<file path="config.mk">
export PLATFORM = sky130hd
export DESIGN_NAME = path_history_spec_ctrl_flat
export DESIGN_NICKNAME = d
export VERILOG_FILES = /design/src/rtl/path_history_spec_ctrl_pkg.sv /design/src/rtl/path_history_spec_ctrl_if.sv /design/src/rtl/path_history_spec_ctrl_ph_ckpt_buffer.sv /design/src/rtl/path_history_spec_ctrl.sv /design/src/flat_wrapper.sv
export SDC_FILE = /design/constraint.sdc
export NUM_CORES = 1
export LEC_CHECK = 0
export CELL_PAD_IN_SITES_DETAIL_PLACEMENT = 0
export CELL_PAD_IN_SITES_GLOBAL_PLACEMENT = 1
export CORE_ASPECT_RATIO = 0.7
export CORE_UTILIZATION = 35
export CTS_CLUSTER_DIAMETER = 120
export DETAILED_ROUTE_END_ITERATION = 8
export PLACE_DENSITY_LB_ADDON = 0.1
export SLEW_MARGIN = 20
export SYNTH_ARGS = -nofsm -noshare
export SYNTH_HDL_FRONTEND = slang
export SYNTH_SLANG_ARGS = --single-unit
</file>
<file path="constraint.sdc">
create_clock -name clock -period 6.9 [get_ports clock]
set_input_delay 1.035 -clock clock [delete_from_list [all_inputs] [get_ports clock]]
set_output_delay 1.035 -clock clock [all_outputs]
set_load 0.02 [all_outputs]
</file>
<file path="src/rtl/path_history_spec_ctrl_pkg.sv">
// Shared definitions for the path history speculation controller.
//   HIST_W / DEPTH / TAG_W : history width, in-flight branch capacity, tag width
//   ph_t, tag_t, ptr_t     : history word, branch tag, wrap-bit pointer
//   ctrl_state_t           : RUN / RECOVER
//   shift_ph()             : history update, new bit into LSB, MSB dropped
package path_history_spec_ctrl_pkg;

   localparam int HIST_W = 12;
   localparam int DEPTH  = 8;
   localparam int TAG_W  = $clog2(DEPTH);

   typedef logic [HIST_W-1:0] ph_t;
   typedef logic [TAG_W-1:0]  tag_t;
   typedef logic [TAG_W:0]    ptr_t;   // extra MSB distinguishes full from empty

   typedef enum logic {
      RUN     = 1'b0,
      RECOVER = 1'b1
   } ctrl_state_t;

   function automatic ph_t shift_ph(input ph_t ph, input logic b);
      return {ph[HIST_W-2:0], b};
   endfunction

endpackage

</file>
<file path="src/rtl/path_history_spec_ctrl_if.sv">
// Bus between fetch/predict + branch resolution (master) and the path
// history controller (slave).
//   pred_*     : prediction handshake, pred_tag is the allocated branch tag
//   resolve_*  : branch resolution, mispredict carries the actual direction
//   commit_valid : retire oldest in-flight branch
//   spec_ph / retired_ph / inflight_cnt / full / empty : controller status
interface path_history_spec_ctrl_if
   import path_history_spec_ctrl_pkg::*;
();

   logic         pred_valid;
   logic         pred_taken;
   logic         pred_ready;
   tag_t         pred_tag;
   logic         resolve_valid;
   tag_t         resolve_tag;
   logic         resolve_mispredict;
   logic         resolve_taken;
   logic         commit_valid;
   ph_t          spec_ph;
   ph_t          retired_ph;
   ptr_t         inflight_cnt;
   logic         full;
   logic         empty;

   modport master (
      output pred_valid, pred_taken,
      output resolve_valid, resolve_tag, resolve_mispredict, resolve_taken,
      output commit_valid,
      input  pred_ready, pred_tag, spec_ph, retired_ph, inflight_cnt, full, empty
   );

   modport slave (
      input  pred_valid, pred_taken,
      input  resolve_valid, resolve_tag, resolve_mispredict, resolve_taken,
      input  commit_valid,
      output pred_ready, pred_tag, spec_ph, retired_ph, inflight_cnt, full, empty
   );

endinterface

</file>
<file path="src/rtl/path_history_spec_ctrl_ph_ckpt_buffer.sv">
// Per-branch checkpoint store: pre-shift history plus the branch outcome.
//   clock, reset        : clock, async active-high clear
//   wr_*                : allocate entry at tail (history + predicted outcome)
//   fix_*               : overwrite outcome of a mispredicted branch
//   head_idx/head_outcome : read port used at commit
//   rd_idx/rd_ph        : read port used for mispredict repair
module ph_ckpt_buffer
   import path_history_spec_ctrl_pkg::*;
(
   input  logic clock,
   input  logic reset,
   input  logic wr_en,
   input  tag_t wr_idx,
   input  ph_t  wr_ph,
   input  logic wr_outcome,
   input  logic fix_en,
   input  tag_t fix_idx,
   input  logic fix_outcome,
   input  tag_t head_idx,
   output logic head_outcome,
   input  tag_t rd_idx,
   output ph_t  rd_ph
);

   ph_t  [DEPTH-1:0] ckpt_q;
   logic [DEPTH-1:0] outc_q;

   always_ff @(posedge clock or posedge reset) begin
      if (reset) begin
         ckpt_q <= '0;
         outc_q <= '0;
      end else begin
         if (wr_en) begin
            ckpt_q[wr_idx] <= wr_ph;
            outc_q[wr_idx] <= wr_outcome;
         end
         // Fixup is listed last so it wins; the controller never
         // allocates in a mispredict cycle anyway.
         if (fix_en)
            outc_q[fix_idx] <= fix_outcome;
      end
   end

   assign head_outcome = outc_q[head_idx];
   assign rd_ph        = ckpt_q[rd_idx];

endmodule

</file>
<file path="src/rtl/path_history_spec_ctrl.sv">
// Global path history sequencer for the tournament predictor.
// Shifts the speculative history on every accepted prediction, checkpoints
// the pre-shift value per in-flight branch, repairs it on a mispredict
// (squashing younger branches) and keeps a retired history at commit.
//   clock, reset : clock, async active-high reset
//   bus          : slave side of path_history_spec_ctrl_if
module path_history_spec_ctrl
   import path_history_spec_ctrl_pkg::*;
(
   input  logic clock,
   input  logic reset,
   path_history_spec_ctrl_if.slave bus
);

   ptr_t        head_q, tail_q;
   ph_t         spec_q, ret_q;
   ctrl_state_t state_q, state_d;

   ptr_t cnt;
   logic full_w, empty_w;
   tag_t res_off;
   ptr_t res_ptr;
   logic tag_live, mispred, accept, commit;
   logic head_outcome, commit_outcome;
   ph_t  rd_ph;
   logic pred_ready_w;

   assign cnt     = tail_q - head_q;
   assign full_w  = (cnt == ptr_t'(DEPTH));
   assign empty_w = (cnt == '0);

   // Distance of the resolving tag from head, modulo DEPTH; it is live when
   // that distance is below the occupancy.
   assign res_off  = bus.resolve_tag - head_q[TAG_W-1:0];
   assign res_ptr  = head_q + {1'b0, res_off};
   assign tag_live = ({1'b0, res_off} < cnt);

   assign mispred = bus.resolve_valid && bus.resolve_mispredict && tag_live;
   assign accept  = bus.pred_valid && pred_ready_w;
   assign commit  = bus.commit_valid && !empty_w;

   // Committing the branch that is being repaired this cycle must see the
   // corrected direction, not the stale stored one.
   assign commit_outcome = (mispred && (res_off == '0)) ? bus.resolve_taken
                                                        : head_outcome;

   ph_ckpt_buffer u_buf (
      .clock        (clock),
      .reset        (reset),
      .wr_en        (accept),
      .wr_idx       (tail_q[TAG_W-1:0]),
      .wr_ph        (spec_q),
      .wr_outcome   (bus.pred_taken),
      .fix_en       (mispred),
      .fix_idx      (bus.resolve_tag),
      .fix_outcome  (bus.resolve_taken),
      .head_idx     (head_q[TAG_W-1:0]),
      .head_outcome (head_outcome),
      .rd_idx       (bus.resolve_tag),
      .rd_ph        (rd_ph)
   );

   // Datapath: histories and pointers.
   always_ff @(posedge clock or posedge reset) begin
      if (reset) begin
         spec_q <= '0;
         ret_q  <= '0;
         head_q <= '0;
         tail_q <= '0;
      end else begin
         if (mispred) begin
            spec_q <= shift_ph(rd_ph, bus.resolve_taken);
            tail_q <= res_ptr + ptr_t'(1);
         end else if (accept) begin
            spec_q <= shift_ph(spec_q, bus.pred_taken);
            tail_q <= tail_q + ptr_t'(1);
         end
         if (commit) begin
            ret_q  <= shift_ph(ret_q, commit_outcome);
            head_q <= head_q + ptr_t'(1);
         end
      end
   end

   // FSM: state register.
   always_ff @(posedge clock or posedge reset) begin
      if (reset) state_q <= RUN;
      else       state_q <= state_d;
   end

   // FSM: next state. Any live mispredict (also one during RECOVER)
   // holds off predictions for the following cycle.
   always_comb begin
      state_d = RUN;
      if (mispred) state_d = RECOVER;
   end

   // FSM: outputs.
   always_comb begin
      pred_ready_w = (state_q == RUN) && !full_w && !mispred;
   end

   assign bus.pred_ready   = pred_ready_w;
   assign bus.pred_tag     = tail_q[TAG_W-1:0];
   assign bus.spec_ph      = spec_q;
   assign bus.retired_ph   = ret_q;
   assign bus.inflight_cnt = cnt;
   assign bus.full         = full_w;
   assign bus.empty        = empty_w;

endmodule

</file>
<file path="src/flat_wrapper.sv">
// flat-port wrapper written by rule: the top's interface ports become plain ports
module path_history_spec_ctrl_flat import path_history_spec_ctrl_pkg::*;
  (clock, reset, bus_pred_valid, bus_pred_taken, bus_resolve_valid, bus_resolve_tag, bus_resolve_mispredict, bus_resolve_taken, bus_commit_valid, bus_pred_ready, bus_pred_tag, bus_spec_ph, bus_retired_ph, bus_inflight_cnt, bus_full, bus_empty);
  path_history_spec_ctrl_if bus_i ();
  input  logic clock;
  input  logic reset;
  input wire logic [$bits(bus_i.pred_valid)-1:0] bus_pred_valid;
  input wire logic [$bits(bus_i.pred_taken)-1:0] bus_pred_taken;
  input wire logic [$bits(bus_i.resolve_valid)-1:0] bus_resolve_valid;
  input wire logic [$bits(bus_i.resolve_tag)-1:0] bus_resolve_tag;
  input wire logic [$bits(bus_i.resolve_mispredict)-1:0] bus_resolve_mispredict;
  input wire logic [$bits(bus_i.resolve_taken)-1:0] bus_resolve_taken;
  input wire logic [$bits(bus_i.commit_valid)-1:0] bus_commit_valid;
  output wire logic [$bits(bus_i.pred_ready)-1:0] bus_pred_ready;
  output wire logic [$bits(bus_i.pred_tag)-1:0] bus_pred_tag;
  output wire logic [$bits(bus_i.spec_ph)-1:0] bus_spec_ph;
  output wire logic [$bits(bus_i.retired_ph)-1:0] bus_retired_ph;
  output wire logic [$bits(bus_i.inflight_cnt)-1:0] bus_inflight_cnt;
  output wire logic [$bits(bus_i.full)-1:0] bus_full;
  output wire logic [$bits(bus_i.empty)-1:0] bus_empty;
  assign bus_i.pred_valid = bus_pred_valid;
  assign bus_i.pred_taken = bus_pred_taken;
  assign bus_i.resolve_valid = bus_resolve_valid;
  assign bus_i.resolve_tag = bus_resolve_tag;
  assign bus_i.resolve_mispredict = bus_resolve_mispredict;
  assign bus_i.resolve_taken = bus_resolve_taken;
  assign bus_i.commit_valid = bus_commit_valid;
  assign bus_pred_ready = bus_i.pred_ready;
  assign bus_pred_tag = bus_i.pred_tag;
  assign bus_spec_ph = bus_i.spec_ph;
  assign bus_retired_ph = bus_i.retired_ph;
  assign bus_inflight_cnt = bus_i.inflight_cnt;
  assign bus_full = bus_i.full;
  assign bus_empty = bus_i.empty;
  path_history_spec_ctrl u_core (.clock(clock), .reset(reset), .bus(bus_i));
endmodule
</file>
==> results.json <==
{
  "skew_ns": 0.0122,
  "yosysTopAreaCellShare_pct": 45.8,
  "grt_use_total_pct": 20.7,
  "ys_top_cells_by_area": "dfrtp_1 (46%), mux2_4 (12%), mux2_2 (9.9%)",
  "slowest_delay_ns": 0.65,
  "rr_startpoint": "u_core.head_q[0]$_DFFE_PP0P_",
  "drive_above_1_share_pct": 31.1,
  "ys_seq_area_share_pct": 45.8,
  "areaGrowthSynthToFinish_pct": 16.3,
  "postLayoutCoreUtil_pct": 42.5,
  "dr.pass1.iters": 5,
  "finalInstanceArea_mm2": 0.00819,
  "finalCriticalPeriod_ns": 5.22,
  "hold_violations": 0,
  "dp_cells": 819,
  "path_buf_inv": 2,
  "n_antenna_cell": 0,
  "cts_buffers": 17,
  "dp_slack_ns": 1.68,
  "fin_hold_ws_ns": 0.504,
  "clkLatencyLatePin_ns": 0.43,
  "crit_family": "buffers and inverters",
  "drt-initial-drc-count": 373,
  "initial_utilization_pct": 36.5,
  "avgSynthCellArea_um2": 12.8,
  "num_io_pins": 45,
  "powerDensity_mw_per_mm2": 575,
  "r2r_cells": 11,
  "critPathRequiredTime_ns": 5.86,
  "async_flop_share_pct": 100,
  "grt_pass1_wl_um": 30900,
  "via_count": 4646,
  "synth_ff_type": "dfrtp_1",
  "clockBufferDepth": 2,
  "maxCapViolations": 0,
  "grt_setup_unrepaired": "no",
  "grt_overflow": 0,
  "synth_cells": 551,
  "yosysUniqueCellTypes": 68,
  "r2r_setup_slack_ns": 2.42,
  "crit_arrival_ns": 4.19,
  "tightest_slew_ns": 0.883,
  "synth-seq-cells": 129,
  "die-height_um": 121,
  "cts.sinks": 129,
  "stdcell_count": 849,
  "finalSetupViolCount": 0,
  "netlist_area_mm2": 0.00704,
  "grt_max_degree": 68,
  "cp_slowest_cell": "and3_1",
  "relSlewSlack_pct": 41.1,
  "tritoncts": "done",
  "end_kind": "output pin",
  "synth_warnings": 0,
  "post_cts_buffers": 0,
  "yosys.area.top_type": "dfrtp_1",
  "wl_um": 19800,
  "placed_cell_area_mm2": 0.00760,
  "clk_pin_slew_ns": 0.06,
  "worst_hold_path.endpoint": "u_core.u_buf.ckpt_q[82]$_DFFE_PP0P_",
  "wire_per_inst_um": 23.3,
  "path_max_fanout": 19,
  "crit_chain": "clkdlybuf4s50_1 > fa_1 > xnor2_1 > xnor2_1 > ha_1 > a21oi_1 > and3_1 > nor3_1 > clkdlybuf4s50_1",
  "route.detailed.drc": 0,
  "nNetsFinal": 599,
  "io_buffers": 44,
  "power.leakage_nw": 3.64,
  "ctsHtreeMaxLevel": 4,
  "worstHoldStart": "u_core.u_buf.ckpt_q[82]$_DFFE_PP0P_",
  "ir_drop_mv": 0.197,
  "gp_congestion": 0.822,
  "max_freq_mhz": 192,
  "layout_setup_ws_ns": 1.68,
  "grt_pass1_vias": 4765,
  "setup_tns_ns": 0,
  "ctsHoldBuffers": 0,
  "hold_path_class": "register to register",
  "syn_nets": 576,
  "postRouteAntennaNets": 0,
  "post_cts_resized": 0,
  "reg2reg_to": "u_core.bus.spec_ph[5]$_DFFE_PP0P_",
  "num_rows": 42,
  "min_path_cells": 1,
  "dieArea_mm2": 0.0207,
  "cts_root_buf": "clkbuf_16",
  "antenna_found_initial": 0,
  "worstSetupStartpointType": "input port",
  "synth_edf_count": 0,
  "hpwl_um": 12800,
  "status": "finished clean",
  "slew_viol_final": 0,
  "fp.dieW_um": 172,
  "power.total_mw": 4.71,
  "viasPerCell": 5.47,
  "placeableCoreArea_mm2": 0.0193,
  "critical_path_class": "input port to output pin",
  "finalCritPeriodShare_pct": 75.7
}
## where the power goes
group          switching [mW]  internal [mW]
Clock                   0.345          0.572
Sequential              0.338           1.11
Combinational            1.20           1.14
Total                    1.89           2.83
## synthesized netlist by cell type (7+ instances only)
cell / n
dfrtp_1: 129
mux2_2: 62
mux2_4: 56
nand2_1: 24
inv_1: 23
clkbuf_1: 17
a31oi_1: 13
mux2i_1: 13
nand3_1: 13
ha_1: 11
mux4_2: 10
nor3_1: 10
o31ai_1: 10
buf_1: 9
buf_2: 9
nor2_1: 9
a22oi_1: 8
buf_6: 8
nand4_1: 7
nor2b_1: 7
xnor2_1: 7
## cells in the final DEF (no fill, tap or decap), types with 5 or more instances in the layout
cell type	synthesis	routed
mux2_2	62	62
o31ai_1	10	10
mux2i_1	13	13
nor3_1	10	10
clkbuf_16	0	17
nand3_1	13	13
nor2b_1	7	7
nor4_1	5	5
xnor2_1	7	7
mux4_2	10	10
clkdlybuf4s50_1	0	43
nor2_1	9	9
inv_1	23	22
a21oi_1	6	6
ha_1	11	11
nand2_1	24	24
buf_4	3	6
o22ai_1	5	5
mux2_4	56	56
a31oi_1	13	13
nand4_1	7	7
a221oi_1	6	6
a22oi_1	8	8
dfrtp_1	129	129
## worst register-to-register path, delay by kind of cell (launching register included)
| kind | cells | cell delay (ns) |
|---|---|---|
| muxes | 1 | 0.36 |
| adders and majority gates | 3 | 0.89 |
| buffers and inverters | 2 | 0.32 |
| xor gates and xnor gates | 1 | 0.42 |
| DFF | 1 | 0.62 |
| AOI/OAI and AO/OA | 2 | 0.56 |
| and+or+nand+nor | 2 | 1.19 |
## layer usage
layer | share of wire [%] | wire length, um | vias up | GRT usage, %
met5 | 0 | 0 | - | 0
met4 | 0.66 | 130 | 0 | 5.80
met3 | 4.3 | 845 | 9 | 4.09
met2 | 40 | 7970 | 118 | 26.5
met1 | 55 | 10800 | 2431 | 33.7
li1 | - | - | 2088 | -
## kinds of logic (layout without fill, tap and decap cells)
family,Yosys count,in the layout,share of synthesized area (%)
simple gates,103,103,8.49
xor+xnor,11,11,1.58
fa+ha+maj,14,14,2.81
compound gates,82,82,9.38
flops,129,129,45.8
mux,141,141,26.9
buf+inv,71,105,4.99
## registers in the layout (all words and copies together) (netlist names)
name,count
u_core.bus.retired_ph,12
u_core.bus.spec_ph,12
u_core.head_q,4
u_core.state_q,1
u_core.tail_q,4
u_core.u_buf.ckpt_q,88
u_core.u_buf.outc_q,8
## worst max-delay path by stage
stage	start	endpoint	slack (ns)	cells past startpoint
floorplan	bus_resolve_tag[0]	bus_pred_ready	1.81	13
global placement	bus_resolve_tag[1]	bus_pred_ready	1.75	9
detailed placement	bus_resolve_tag[0]	bus_pred_ready	1.68	12
CTS	bus_resolve_tag[1]	bus_pred_ready	1.66	9
global route	bus_resolve_tag[1]	bus_pred_ready	1.45	9
finish	bus_resolve_tag[1]	bus_pred_ready	1.68	9
## layout make-up
cell class / count / area [um2]
clock buffer: 20 / 447
clock inverter: 10 / 136
sequential: 129 / 3230
multi-input combinational: 351 / 3470
timing repair buffer: 50 / 480
inverter: 25 / 98.8
fill: 1821 / 11100
tap: 264 / 330
Power figures use the tool's default switching activity.
